<file path="src/rtl/ifc_logic_reduce_pkg.sv">
// rtl/ifc_logic_reduce_pkg.sv - shared types and reduction helper for ifc_logic_reduce
package ifc_logic_reduce_pkg;

  localparam int RES_CNT_W = 16;
  localparam int MAX_N     = 8;
  localparam int MAX_W     = 32;

  typedef enum logic [1:0] {
    MODE_OR  = 2'd0,
    MODE_AND = 2'd1,
    MODE_XOR = 2'd2,
    MODE_NOR = 2'd3
  } mode_t;

  // Channels at index >= n are ignored, so unused array entries never affect AND
  function automatic logic [MAX_W-1:0] reduce(
    input logic [MAX_N-1:0][MAX_W-1:0] ops,
    input int                          n,
    input mode_t                       mode
  );
    logic [MAX_W-1:0] acc;
    acc = ops[0];
    for (int i = 1; i < MAX_N; i++) begin
      if (i < n) begin
        case (mode)
          MODE_AND: acc = acc & ops[i];
          MODE_XOR: acc = acc ^ ops[i];
          default:  acc = acc | ops[i];
        endcase
      end
    end
    if (mode == MODE_NOR) acc = ~acc;
    return acc;
  endfunction

endpackage

</file>
<file path="src/rtl/ifc_logic_reduce_if.sv">
// rtl/ifc_logic_reduce_if.sv - method-style handshake bundle for ifc_logic_reduce
interface ifc_logic_reduce_if
  import ifc_logic_reduce_pkg::*;
#(
  parameter int N_IN = 2,
  parameter int W    = 1
);
  logic [N_IN-1:0]      in_en;
  logic [N_IN*W-1:0]    in_data;
  logic [N_IN-1:0]      in_rdy;
  logic                 y_en;
  logic [W-1:0]         y_data;
  logic                 y_rdy;
  logic                 mode_en;
  logic [1:0]           mode_data;
  logic                 mode_rdy;
  logic [RES_CNT_W-1:0] res_count;

  modport master (
    output in_en, in_data, y_en, mode_en, mode_data,
    input  in_rdy, y_data, y_rdy, mode_rdy, res_count
  );

  modport slave (
    input  in_en, in_data, y_en, mode_en, mode_data,
    output in_rdy, y_data, y_rdy, mode_rdy, res_count
  );
endinterface

</file>
<file path="src/rtl/ifc_res_fifo.sv">
// rtl/ifc_res_fifo.sv - synchronous result FIFO with MSB-wrap pointers
module ifc_res_fifo #(
  parameter int W     = 1,
  parameter int DEPTH = 2
) (
  input  logic         clk,
  input  logic         rst,
  input  logic         push,
  input  logic [W-1:0] push_data,
  input  logic         pop,
  output logic [W-1:0] pop_data,
  output logic         full,
  output logic         empty
);
  localparam int AW = $clog2(DEPTH);

  logic [W-1:0]  mem [DEPTH];
  logic [AW:0]   wr_ptr;
  logic [AW:0]   rd_ptr;

  assign empty    = (wr_ptr == rd_ptr);
  assign full     = ((wr_ptr ^ rd_ptr) == {1'b1, {AW{1'b0}}});
  // Head is forced to zero when empty so the output is defined out of reset
  assign pop_data = empty ? '0 : mem[rd_ptr[AW-1:0]];

  always_ff @(posedge clk) begin
    if (rst) begin
      wr_ptr <= '0;
      rd_ptr <= '0;
    end else begin
      if (push && !full) wr_ptr <= wr_ptr + 1'b1;
      if (pop && !empty) rd_ptr <= rd_ptr + 1'b1;
    end
  end

  always_ff @(posedge clk) begin
    if (push && !full) mem[wr_ptr[AW-1:0]] <= push_data;
  end

endmodule

</file>
<file path="src/rtl/ifc_logic_reduce.sv">
// rtl/ifc_logic_reduce.sv - N-channel W-bit logic reduction with method handshakes
module ifc_logic_reduce
  import ifc_logic_reduce_pkg::*;
#(
  parameter int N_IN  = 2,
  parameter int W     = 1,
  parameter int DEPTH = 2
) (
  input  logic              CLK,
  input  logic              RST,
  ifc_logic_reduce_if.slave bus
);
  logic [N_IN-1:0]           valid;
  logic [N_IN-1:0][W-1:0]    opnd;
  mode_t                     mode;
  logic [RES_CNT_W-1:0]      res_count;
  logic [N_IN-1:0]           in_fire;
  logic                      compute;
  logic                      pop;
  logic                      fifo_full;
  logic                      fifo_empty;
  logic [MAX_N-1:0][MAX_W-1:0] ops_ext;
  logic [MAX_W-1:0]          red_full;
  logic [W-1:0]              result;
  logic                      unused_red;

  assign in_fire = bus.in_en & ~valid;
  assign compute = (&valid) && !fifo_full;
  assign pop     = bus.y_en && !fifo_empty;

  always_comb begin
    ops_ext = '0;
    for (int i = 0; i < N_IN; i++) ops_ext[i][W-1:0] = opnd[i];
  end

  assign red_full   = reduce(ops_ext, N_IN, mode);
  assign result     = red_full[W-1:0];
  assign unused_red = ^red_full;

  assign bus.in_rdy    = ~valid;
  assign bus.mode_rdy  = !(|valid) && !compute;
  assign bus.y_rdy     = !fifo_empty;
  assign bus.res_count = res_count;

  always_ff @(posedge CLK) begin
    if (RST) begin
      valid     <= '0;
      mode      <= MODE_OR;
      res_count <= '0;
    end else begin
      // Compute only fires with every slot full, so no put can race the clear
      if (compute) valid <= '0;
      else         valid <= valid | in_fire;
      if (bus.mode_en && bus.mode_rdy) mode <= mode_t'(bus.mode_data);
      if (pop) res_count <= res_count + 1'b1;
    end
  end

  always_ff @(posedge CLK) begin
    for (int i = 0; i < N_IN; i++) begin
      if (in_fire[i]) opnd[i] <= bus.in_data[i*W +: W];
    end
  end

  ifc_res_fifo #(
    .W     (W),
    .DEPTH (DEPTH)
  ) u_fifo (
    .clk       (CLK),
    .rst       (RST),
    .push      (compute),
    .push_data (result),
    .pop       (pop),
    .pop_data  (bus.y_data),
    .full      (fifo_full),
    .empty     (fifo_empty)
  );

endmodule
</file>
<file path="src/flat_wrapper.sv">
// flat-port wrapper written by rule: the top's interface ports become plain ports
module ifc_logic_reduce_flat import ifc_logic_reduce_pkg::*;
#(
  parameter int N_IN  = 2,
  parameter int W     = 1,
  parameter int DEPTH = 2
)
  (CLK, RST, bus_in_en, bus_in_data, bus_y_en, bus_mode_en, bus_mode_data, bus_in_rdy, bus_y_data, bus_y_rdy, bus_mode_rdy, bus_res_count);
  ifc_logic_reduce_if #(.N_IN(N_IN), .W(W)) bus_i ();
  input  logic CLK;
  input  logic RST;
  input wire logic [$bits(bus_i.in_en)-1:0] bus_in_en;
  input wire logic [$bits(bus_i.in_data)-1:0] bus_in_data;
  input wire logic [$bits(bus_i.y_en)-1:0] bus_y_en;
  input wire logic [$bits(bus_i.mode_en)-1:0] bus_mode_en;
  input wire logic [$bits(bus_i.mode_data)-1:0] bus_mode_data;
  output wire logic [$bits(bus_i.in_rdy)-1:0] bus_in_rdy;
  output wire logic [$bits(bus_i.y_data)-1:0] bus_y_data;
  output wire logic [$bits(bus_i.y_rdy)-1:0] bus_y_rdy;
  output wire logic [$bits(bus_i.mode_rdy)-1:0] bus_mode_rdy;
  output wire logic [$bits(bus_i.res_count)-1:0] bus_res_count;
  assign bus_i.in_en = bus_in_en;
  assign bus_i.in_data = bus_in_data;
  assign bus_i.y_en = bus_y_en;
  assign bus_i.mode_en = bus_mode_en;
  assign bus_i.mode_data = bus_mode_data;
  assign bus_in_rdy = bus_i.in_rdy;
  assign bus_y_data = bus_i.y_data;
  assign bus_y_rdy = bus_i.y_rdy;
  assign bus_mode_rdy = bus_i.mode_rdy;
  assign bus_res_count = bus_i.res_count;
  ifc_logic_reduce #(.N_IN(N_IN), .W(W), .DEPTH(DEPTH)) u_core (.CLK(CLK), .RST(RST), .bus(bus_i));
endmodule
</file>
<file path="config.mk">
export PLATFORM = sky130hd
export DESIGN_NAME = ifc_logic_reduce_flat
export DESIGN_NICKNAME = d
export VERILOG_FILES = /design/src/rtl/ifc_logic_reduce_pkg.sv /design/src/rtl/ifc_logic_reduce_if.sv /design/src/rtl/ifc_res_fifo.sv /design/src/rtl/ifc_logic_reduce.sv /design/src/flat_wrapper.sv
export SDC_FILE = /design/constraint.sdc
export NUM_CORES = 1
export LEC_CHECK = 0
export ABC_AREA = 1
export CORE_UTILIZATION = 54
export CTS_CLUSTER_SIZE = 12
export DETAILED_ROUTE_END_ITERATION = 12
export PLACE_DENSITY_LB_ADDON = 0.1
export SETUP_SLACK_MARGIN = 0.2
export SKIP_CTS_REPAIR_TIMING = 1
export SLEW_MARGIN = 20
export SYNTH_ARGS = -nofsm -noshare
export SYNTH_HDL_FRONTEND = slang
export SYNTH_SLANG_ARGS = --single-unit
</file>
<file path="constraint.sdc">
create_clock -name CLK -period 3.6 [get_ports CLK]
set_clock_uncertainty 0.05 [all_clocks]
set_input_delay 0.54 -clock CLK [delete_from_list [all_inputs] [get_ports CLK]]
set_output_delay 0.54 -clock CLK [all_outputs]
set_load 0.005 [all_outputs]
</file>
# Yosys cells after proc, flatten, opt, wreduce, memory -nomap -nowiden

Memories as Yosys holds them, arrays and structs flattened. A register that Yosys moved wholly into a read port is not among the register bits.
Cells that the tools add are included.

Register bits: 26
RAM bits: 2
Input bits: 10
Output and inout bits: 21
Logic and storage cells: 44
Memories: 1

Add/sub/neg operators: 3
Equality and inequality tests: 5
Muxes and demuxes: 7
Bitwise gates (word level): 8
Reduce and logical (&&, ||, !) cells: 13

Memory list:

| name              | depth | width | rd ports | clocked after Yosys merged registers in | wr ports | line               | RTL |
|---|---|---|---|---|---|---|---|
| u_core.u_fifo.mem | 2     | 1     | 1        | 1                                       | 1        | ifc_res_fifo.sv:17 | `logic [W-1:0] mem [DEPTH];` |

Operators by type and width:

| cell                                          | number |
|---|---|
| adder 16 x 1 -> 16 bit, second input constant | 1 |
| == test 2 bit, second input constant          | 3 |
| logical AND 1 bit                             | 6 |
| two-way mux 1 bit                             | 6 |
| adder 2 x 1 -> 2 bit, second input constant   | 2 |
| zero test 1 bit                               | 4 |
| OR reduction 2 bit                            | 2 |
| AND 2 bit                                     | 1 |
| == test 2 x 1 -> 1 bit, second input constant | 1 |
| == test 2 bit                                 | 1 |
| NOT 2 bit                                     | 1 |
| OR 2 bit                                      | 1 |
| one-hot mux 1 bit (2 select lines)            | 1 |
| AND reduction 2 bit                           | 1 |
| bitwise XOR 2 bit                             | 1 |
| AND 1 bit                                     | 1 |
| NOT 1 bit                                     | 1 |
| OR 1 bit                                      | 1 |
| bitwise XOR 1 bit                             | 1 |

# Longest topological paths before layout

Gate-level depths: netlist (run 1).

Depth in word-level cells: 7
Depth in mapped cells: 9
Gate-level depth less buffers: 8

# Modules after synthesis

A second synthesis (run 1) with hierarchy kept.

Cells, all modules: 219
Area, all modules: 1,525.2 um^2

Modules (own cells, without submodules):

| module           | instances | cells an instance | area each (um^2) | sequential area each (um^2) |
|---|---|---|---|---|
| ifc_logic_reduce | 1         | 168               | 1,176.1          | 460.4 |
| ifc_res_fifo     | 1         | 51                | 349.1            | 160.2 |

# Worst setup path before layout (run 1)

No wires, ideal clock.

Kind: register -> output
From: reg u_core.u_fifo.wr_ptr[0]
To: out bus_y_data
Data arrival time: 0.726 ns
Data required time: 3.010 ns
Path slack: 2.284 ns
Stages on the path, launching flop included: 5
Buffers on the path: 0
Cells stage by stage: dfxtp_1 inv_2 nand2_2 nand2_4 a21oi_1

Longest elaborated chain between the ends: 2

RTL lines:

| element                | line               | RTL |
|---|---|---|
| start, declared        | ifc_res_fifo.sv:18 | `logic [AW:0] wr_ptr;` |
| start signal, assigned | ifc_res_fifo.sv:31 | `if (push && !full) wr_ptr <= wr_ptr + 1'b1;` |
| == test 2 bit          | ifc_res_fifo.sv:21 | `assign empty = (wr_ptr == rd_ptr);` |
| two-way mux 1 bit      | ifc_res_fifo.sv:24 | `assign pop_data = empty ? '0 : mem[rd_ptr[AW-1:0]];` |
| end, declared          | flat_wrapper.sv:18 | `output wire logic [$bits(bus_i.y_data)-1:0] bus_y_data;` |

No other way between the ends.

# Final worst setup path (run 1)

From: reg u_core.u_fifo.rd_ptr[0]
To: out bus_y_data

Longest elaborated chain between the ends: 2

RTL lines:

| element                | line               | RTL |
|---|---|---|
| start, declared        | ifc_res_fifo.sv:19 | `logic [AW:0] rd_ptr;` |
| start signal, assigned | ifc_res_fifo.sv:32 | `if (pop && !empty) rd_ptr <= rd_ptr + 1'b1;` |
| == test 2 bit          | ifc_res_fifo.sv:21 |  |
| two-way mux 1 bit      | ifc_res_fifo.sv:24 |  |

No other way between the ends.

==> flow_summary_export.csv, run 1 <==
group,metric,value,unit
setup_path,cp_slowest_cell,"clkdlybuf4s50_1",
setup_path,critical_path_required,3010,ps
job,maxCapViolCount,0,
cts,cts_inserted_buffers,5,
sta,timing.fmax,455,MHz
detailed_routing,wl_per_cell,11.2,um
synthesis,synth_cell_types,19,
run_status,status,"finished, final reports clean",
sta,worst_hold_slack,458,ps
power,power.total,0.631,mW
sta,period_share,61.1,%
power,pwr_density_cell,340,nW/um^2
final_layout,drive_gt1_share,5.74,%
cts,clkTransAtPathRegs,90,ps
synthesis,ys_ff_latch,29,
placed_design,placed_area,1800,um^2
final_layout,area_delta_synth_final,23.4,%
sta,worst_pin_slew,591,ps
global_route,grt_pass1_vias,1307,
synthesis,syn_area,1500,um^2
placed_design,io_buffer_count,30,
cts,clk_latency,330,ps
global_route,grt_util_all_layers,24.8,%
power,power.share.clock,29.7,%
sta,rsz0062_at_grt,"false",
cts,clock-sinks,29,
global_route,grt_pass1_wl,5.13,mm
synthesis,synthArstFlopShare,0,%
cts,clockRootBuffer,"clkbuf_4",
power,seq_power_share,55.7,%
final_layout,n_antenna_cell,0,
sta,setup_viol,0,
power,switching_share,27.3,%
setup_path,cpPeakStageDelay,510,ps
setup_path,crit_arrival,1610,ps
cts,cts_tree,"yes",
setup_path,worst-path-max-fanout,4,
synthesis,ys_top_cells_by_area,"dfxtp_1 (33%), nand2_1 (13%), nor2_1 (8.5%)",
detailed_routing,totalWireLength,3.06,mm
synthesis,synth_seq_area_share,41.3,%
synthesis,yosysTopAreaCellShare,33.3,%
sta,hold_violations,0,
power,p_int,0.459,mW
sta,slew_headroom,60.5,%
sta,drv_slew,0,
min_path,hold_path_class,"register to register",
power,switching_power,0.172,mW
placed_design,dp_hpwl,2.25,mm
die,initial_utilization,59.0,%
synthesis,ys.flop_type,"dfxtp_1",
power,leakage,0.772,nW
detailed_routing,drtIter0Drc,18,
detailed_routing,post_drt_via_cell_ratio,5.01,
die,fp.coreArea,2540,um^2
final_layout,design_area,1850,um^2
global_route,gr-total-overflow,0,
synthesis,ys_warn_count,0,
detailed_routing,drc,0,
placed_design,gp_congestion,0.794,
synthesis,synth.largest_area_cell,"dfxtp_1",
detailed_routing,first_pass_iters,5,
die,dieArea,3000,um^2
sta,final.setup.tns,0,ps
final_layout,nets,259,
power,p_comb_share,14.6,%
synthesis,yosysMostFrequentCell,"nand2_1",
detailed_routing,vias,1372,
power,ir_drop,0.313,mV
setup_path,cp-end-kind,"output pin",
setup_path,worstSetupStartpointType,"register",
synthesis,synth_cells,210,
setup_path,path_buf_inv,2,
die,ios,31,
synthesis,synth_common_cells,"nand2_1 (53), nor2_1 (34), dfxtp_1 (25), inv_1 (25), a21oi_1 (22)",
die,die_w,54.8,um
synthesis,synth-edff-count,4,
die,die_h,54.8,um
synthesis,syn_nets,226,
setup_path,critical-path-top-delay-family,"buffers and inverters",
sta,period_needed,2200,ps
global_route,grt_max_degree,26,
setup_path,worstSetupPathType,"register to output pin",
cts,ctsHtreeMaxLevel,2,
synthesis,syn_area_per_cell,7.16,um^2
setup_path,path_cells,"inv_1, nand2_2, nand2_4, a21oi_1, clkdlybuf4s50_1",
global_route,grt_antenna_before_repair,0,
detailed_routing,drt.antenna.violating_nets,0,
cts,cts_max_path_buffers,2,
die,fp-row-count,18,
cells in the final DEF (no fill, tap or decap):
| cell | instances |
|---|---|
| nand2_1 | 53 |
| nor2_1 | 34 |
| clkdlybuf4s50_1 | 30 |
| inv_1 | 25 |
| dfxtp_1 | 25 |
| a21oi_1 | 22 |
| nand3_1 | 15 |
| o21ai_0 | 6 |
| ha_1 | 6 |
| clkbuf_4 | 5 |
| nand2_2 | 4 |
| edfxtp_1 | 4 |
| xnor2_1 | 3 |
| xor2_1 | 3 |
| o21bai_1 | 2 |
| clkinv_2 | 2 |
| inv_2 | 1 |
| nand2_4 | 1 |
| mux2i_1 | 1 |
| a21oi_4 | 1 |
| clkbuf_1 | 1 |
worst min-delay path: stages (launching register included):
cell	delay, ps
dfxtp_1	340
inv_1	80
a21oi_1	60
metrics by stage:
step	utilization [%]	cells	setup slack [ps]
floorplan	-	210	2280
global placement	70.8	266	1630
detailed placement	70.8	266	1540
CTS	72.9	274	1370
global route	72.9	274	1250
finish	72.9	274	1400
registers in the layout, summed over array words and instances, names as in the netlist, named ones only:
register / count
u_core.valid: 2
u_core.bus.res_count: 16
u_core.u_fifo.wr_ptr: 2
u_core.mode: 2
u_core.u_fifo.rd_ptr: 2
u_core.u_fifo.mem: 2
u_core.opnd: 2
metal layers:
metal / routed length [um] / part of all wire, % / global-route usage [%] / up-vias
li1: - / - / - / 726
met1: 1420 / 46 / 26.3 / 601
met2: 1390 / 45 / 42.0 / 35
met3: 165 / 5.4 / 9.17 / 10
met4: 80 / 2.6 / 13.2 / 0
met5: 0 / 0 / 0 / -
kinds of logic after synthesis:
logic type	share of synthesized area (%)
adders and majority gates	5.00
buffers and inverters	8.99
muxes	0.666
DFF	41.3
and+or+nand+nor	29.1
xor gates and xnor gates	3.50
AOI/OAI and AO/OA	11.4
power groups by stage:
stage	clock [mW]	combinational (mW)	sequential, mW
after floorplan	0	0.0611	0.357
after global placement	0	0.0890	0.358
after detailed placement	0	0.0920	0.359
after CTS	0.190	0.0931	0.352
after global routing	0.206	0.105	0.353
final	0.188	0.0923	0.351
worst paths after layout:
| kind | start | cells past startpoint | to | slack [ps] |
|---|---|---|---|---|
| max reg2reg | u_core.u_fifo.rd_ptr[0]$_SDFFE_PP0P_ | 7 | u_core.bus.res_count[7]$_SDFFE_PP0P_ | 2020 |
| max | u_core.u_fifo.rd_ptr[0]$_SDFFE_PP0P_ | 5 | bus_y_data | 1400 |
| min reg2reg | u_core.mode[1]$_SDFFE_PP0P_ | 2 | u_core.mode[1]$_SDFFE_PP0P_ | 460 |
| min | u_core.mode[1]$_SDFFE_PP0P_ | 2 | u_core.mode[1]$_SDFFE_PP0P_ | 460 |
area by class of cell:
cell class / instances / area, um^2
tap: 30 / 37.5
clock buffer: 6 / 41.3
sequential: 29 / 621
inverter: 26 / 97.6
multi-input combinational: 151 / 747
clock inverter: 2 / 10.0
timing repair buffer: 30 / 300
fill: 220 / 691
Note: power is estimated with default switching activity, not from simulation.
==> run 2: changes to the inputs <==
Settings changed: CORE_UTILIZATION 54 to 45.
Clock period 3.6 ns to 1.83 ns, I/O delays scaled along.
==> run 2 against run 1 <==
  * Count of clock-buffer cells in the layout rose by 2
  * Critical endpoint is now bus_in_rdy[1]
  * Core utilization fell by 9.8 points
  * Non-clock buffer count rose by 4
  * Via count fell by 0.95%
  * Hold slack got worse by 7.5 ps
  * Critical path type unchanged
  * Wire length fell by 3.7%
  * Design area rose by 5.5%
  * Combinational power rose by 110%
==> flow_summary_export.csv, run 2 (same netlist as run 1, synthesis figures left out) <==
group,metric,value,unit
power,switching_power,0.336,mW
cts,clk_latency,330,ps
final_layout,n_antenna_cell,0,
die,dieArea,3570,um^2
final_layout,fillCellCount,310,
power,ir_drop,0.362,mV
detailed_routing,wl_per_cell,10.1,um
global_route,grt_pass1_wl,5.09,mm
sta,worst_hold_slack,451,ps
placed_design,gp_congestion,0.769,
final_layout,area_delta_synth_final,30.2,%
die,die_h,59.8,um
final_layout,largest_register_ffs,16,
min_path,min_path_cells,2,
placed_design,dp_hpwl,2.15,mm
cts,clkTransAtPathRegs,90,ps
die,fp.coreArea,3100,um^2
sta,fin_ws,248,ps
final_layout,register_area,641,um^2
setup_path,r2r_cells,6,
setup_path,cp-endpoint,"bus_in_rdy[1]",
setup_path,critical_path_required,1510,ps
sta,timing.fmax,632,MHz
power,switching_share,26.0,%
setup_path,crit_arrival,1260,ps
global_route,grt_pass1_vias,1191,
sta,hold_violations,0,
sta,drv_slew,0,
final_layout,regMostFlops,"u_core.bus.res_count",
detailed_routing,first_pass_iters,4,
die,die_w,59.8,um
setup_path,r2r_setup_slack,410,ps
detailed_routing,drtIter0Drc,64,
power,power.total,1.29,mW
global_route,grt_antenna_before_repair,0,
final_layout,nets,263,
die,initial_utilization,48.4,%
min_path,hold_path_class,"register to register",
run_status,status,"finished, final reports clean",
detailed_routing,vias,1359,
sta,worst_pin_slew,215,ps
setup_path,rr_startpoint,"u_core.opnd[0]$_DFFE_PP_",
cts,clockRootBuffer,"clkbuf_4",
sta,period_share,86.4,%
cts,clock-sinks,29,
final_layout,drive_gt1_share,14.1,%
placed_design,pre_cts_ws,269,ps
power,leakage,0.850,nW
sta,period_needed,1580,ps
final_layout,final_cell_mix,"nand2_1 (53), nor2_1 (32), clkdlybuf4s50_1 (26)",
detailed_routing,drc,0,
job,maxCapViolCount,0,
final_layout,final_cells,292,
power,seq_power_share,53.6,%
cts,cts_tree,"yes",
power,pwr_density_cell,661,nW/um^2
detailed_routing,totalWireLength,2.95,mm
sta,final.setup.tns,0,ps
final_layout,final_util,63.1,%
global_route,grt_util_all_layers,19.3,%
global_route,grt_max_degree,26,
cts,ctsHtreeMaxLevel,2,
final_layout,layout_commonest_cell,"nand2_1",
sta,setup_viol,0,
die,fp-row-count,20,
power,power.share.clock,31.5,%
cts,cts_inserted_buffers,5,
detailed_routing,drt.antenna.violating_nets,0,
cts,cts_max_path_buffers,2,
placed_design,place_inst,283,
placed_design,placed_area,1860,um^2
setup_path,worstSetupPathType,"register to output pin",
power,p_comb_share,14.9,%
setup_path,crit_start,"u_core.valid[1]$_SDFF_PP0_",
die,ios,31,
sta,slew_headroom,85.5,%
final_layout,design_area,1960,um^2
placed_design,io_buffer_count,30,
final_layout,multi_input_area,752,um^2
setup_path,r2r-end,"u_core.u_fifo.mem[1]$_DFFE_PP_",
setup_path,worst-path-max-fanout,4,
power,p_int,0.956,mW
sta,rsz0062_at_grt,"true",
detailed_routing,post_drt_via_cell_ratio,4.65,
setup_path,worstSetupStartpointType,"register",
setup_path,cp-end-kind,"output pin",
global_route,gr-total-overflow,0,
-- run 2: worst min-delay path by stage --
stage / start / end
2_1_floorplan: RST / u_core.bus.res_count[2]$_SDFFE_PP0P_
3_3_place_gp: u_core.u_fifo.wr_ptr[1]$_SDFFE_PP0N_ / u_core.u_fifo.wr_ptr[1]$_SDFFE_PP0N_
3_5_place_dp: u_core.u_fifo.wr_ptr[1]$_SDFFE_PP0N_ / u_core.u_fifo.wr_ptr[1]$_SDFFE_PP0N_
4_1_cts: bus_in_data[1] / u_core.opnd[1]$_DFFE_PP_
5_1_grt: bus_in_data[1] / u_core.opnd[1]$_DFFE_PP_
6_report: u_core.u_fifo.rd_ptr[1]$_SDFFE_PP0P_ / u_core.u_fifo.rd_ptr[1]$_SDFFE_PP0P_
-- run 2: power by group through the flow --
stage	logic, mW	registers [mW]	clock network (mW)
after floorplan	0.120	0.702	0
after global placement	0.193	0.705	0
after detailed placement	0.195	0.706	0
after CTS	0.196	0.691	0.422
after global routing	0.219	0.696	0.446
final	0.193	0.693	0.407
-- run 2: cell type report --
type	instances	area share, %
multi-input combinational	151	38.4
sequential	29	32.7
timing repair buffer	34	18.0
inverter	26	4.99
clock buffer	8	3.01
tap	44	2.81
-- run 2: per-layer routing --
layer	wire length (um)	up-vias	share of wire [%]	track usage, %
li1	-	735	-	-
met1	1500	582	51	25.8
met2	1250	37	43	28.4
met3	137	5	4.7	4.55
met4	53	0	1.8	11.0
met5	0	-	0	0
-- run 2: critical path: stages, from the launching register on --
cell and delay (ps):
dfxtp_1 350, inv_1 90, clkdlybuf4s50_1 500
==> run 3: changes to the inputs <==
Settings changed: MAX_ROUTING_LAYER set to met4.
==> run 3 against run 2 <==
  * Sequential cell count did not move
  * Combinational power barely moved
  * Cell count unchanged
  * Fmax about the same
  * Clock power barely moved
  * Total power barely moved
  * Sequential share of layout area is the same
  * Critical path type unchanged
  * Largest cell class unchanged
  * Highest routed layer unchanged
==> flow_summary_export.csv, run 3 (same netlist as run 1, synthesis figures left out) <==
group,metric,value,unit
placed_design,place_inst,283,
min_path,hold_path_class,"register to register",
setup_path,r2r-end,"u_core.u_fifo.mem[1]$_DFFE_PP_",
sta,slew_headroom,85.5,%
power,switching_share,26.0,%
placed_design,placed_area,1860,um^2
final_layout,layout_commonest_cell,"nand2_1",
power,seq_power_share,53.6,%
sta,timing.fmax,632,MHz
power,ir_drop,0.362,mV
final_layout,area_delta_synth_final,30.2,%
min_path,min-delay-start,"u_core.u_fifo.rd_ptr[1]$_SDFFE_PP0P_",
setup_path,cp-end-kind,"output pin",
final_layout,drive_gt1_share,14.1,%
sta,period_needed,1580,ps
placed_design,io_buffer_count,30,
die,die_h,59.8,um
power,p_comb_share,14.9,%
final_layout,design_area,1960,um^2
detailed_routing,first_pass_iters,4,
power,pwr_density_cell,661,nW/um^2
detailed_routing,vias,1355,
sta,rsz0062_at_grt,"true",
power,switching_power,0.336,mW
cts,clockRootBuffer,"clkbuf_4",
final_layout,n_antenna_cell,0,
cts,ctsHtreeMaxLevel,2,
power,leakage,0.850,nW
final_layout,regMostFlops,"u_core.bus.res_count",
die,dieArea,3570,um^2
power,power.share.clock,31.5,%
final_layout,final_cells,292,
detailed_routing,post_drt_via_cell_ratio,4.64,
detailed_routing,drt.antenna.violating_nets,0,
detailed_routing,totalWireLength,2.95,mm
die,ios,31,
job,maxCapViolCount,0,
cts,cts_inserted_buffers,5,
setup_path,worstSetupPathType,"register to output pin",
run_status,status,"finished, final reports clean",
placed_design,gp_congestion,0.780,
power,p_int,0.956,mW
detailed_routing,drtIter0Drc,66,
setup_path,crit_arrival,1260,ps
setup_path,r2r_cells,6,
die,fp.coreArea,3100,um^2
sta,worst_pin_slew,215,ps
min_path,min_path_cells,2,
global_route,grt_max_degree,26,
global_route,grt_pass1_vias,1191,
sta,drv_slew,0,
cts,clk_latency,330,ps
sta,period_share,86.4,%
detailed_routing,wl_per_cell,10.1,um
sta,setup_viol,0,
cts,clkTransAtPathRegs,90,ps
global_route,grt_pass1_wl,5.09,mm
cts,clock-sinks,29,
cts,cts_tree,"yes",
setup_path,rr_startpoint,"u_core.opnd[0]$_DFFE_PP_",
die,die_w,59.8,um
final_layout,fillCellCount,310,
global_route,grt_antenna_before_repair,0,
min_path,min_to,"u_core.u_fifo.rd_ptr[1]$_SDFFE_PP0P_",
die,fp-row-count,20,
setup_path,r2r_setup_slack,410,ps
final_layout,nets,263,
sta,hold_violations,0,
global_route,gr-total-overflow,0,
final_layout,largest_register_ffs,16,
cts,cts_max_path_buffers,2,
detailed_routing,drc,0,
placed_design,dp_hpwl,2.15,mm
setup_path,worst-path-max-fanout,4,
final_layout,final_cell_mix,"nand2_1 (53), nor2_1 (32), clkdlybuf4s50_1 (26)",
setup_path,critical_path_required,1510,ps
die,initial_utilization,48.4,%
global_route,grt_util_all_layers,19.9,%
setup_path,worstSetupStartpointType,"register",
## run 3: worst max path at each step
stage | start | endpoint | slack (ps) | depth (start not counted)
floorplan | u_core.opnd[0]$_DFFE_PP_ | u_core.u_fifo.mem[0]$_DFFE_PP_ | 520 | 6
global placement | u_core.u_fifo.wr_ptr[0]$_SDFFE_PP0N_ | bus_y_data | 280 | 5
detailed placement | u_core.u_fifo.wr_ptr[0]$_SDFFE_PP0N_ | bus_y_data | 270 | 5
CTS | u_core.u_fifo.wr_ptr[0]$_SDFFE_PP0N_ | bus_y_data | -110 | 5
global route | u_core.valid[1]$_SDFF_PP0_ | bus_in_rdy[1] | 200 | 2
finish | u_core.valid[1]$_SDFF_PP0_ | bus_in_rdy[1] | 250 | 2
## run 3: metrics by stage
step / TNS (ps) / setup WS [ps] / power, mW / hold WS, ps / utilization [%]
after CTS: -149 / -107 / 1.31 / 441 / 61.7
after floorplan: 0 / 524 / 0.822 / 294 / -
final: 0 / 248 / 1.29 / 451 / 63.1
after detailed placement: 0 / 269 / 0.901 / 449 / 59.8
after global routing: 0 / 200 / 1.36 / 439 / 63.1
after global placement: 0 / 284 / 0.897 / 442 / 59.8
## run 3: cell type report
cell class / instances / area [um^2] / area share [%]
clock buffers: 8 / 58.8 / 3.01
well taps: 44 / 55.1 / 2.81
repair buffers: 34 / 353 / 18.0
flip-flops and latches: 29 / 641 / 32.7
inverters: 26 / 97.6 / 4.99
multi-input cells: 151 / 752 / 38.4
## run 3: layer usage
layer | wire [um] | global-route usage (%) | part of all wire (%)
met2 | 1260 | 28.4 | 43
met1 | 1490 | 25.8 | 51
met4 | 53 | 11.0 | 1.8
met5 | 0 | - | 0
met3 | 145 | 4.55 | 4.9
## run 3: power groups by stage
| stage | clock (mW) | sequential [mW] | combinational (mW) |
|---|---|---|---|
| after floorplan | 0 | 0.702 | 0.120 |
| after global placement | 0 | 0.705 | 0.193 |
| after detailed placement | 0 | 0.706 | 0.195 |
| after CTS | 0.422 | 0.691 | 0.196 |
| after global routing | 0.446 | 0.696 | 0.219 |
| final | 0.407 | 0.693 | 0.193 |
## run 3: worst max-delay path: stages (launching register included)
cell	delay [ps]
dfxtp_1	350
inv_1	90
clkdlybuf4s50_1	500
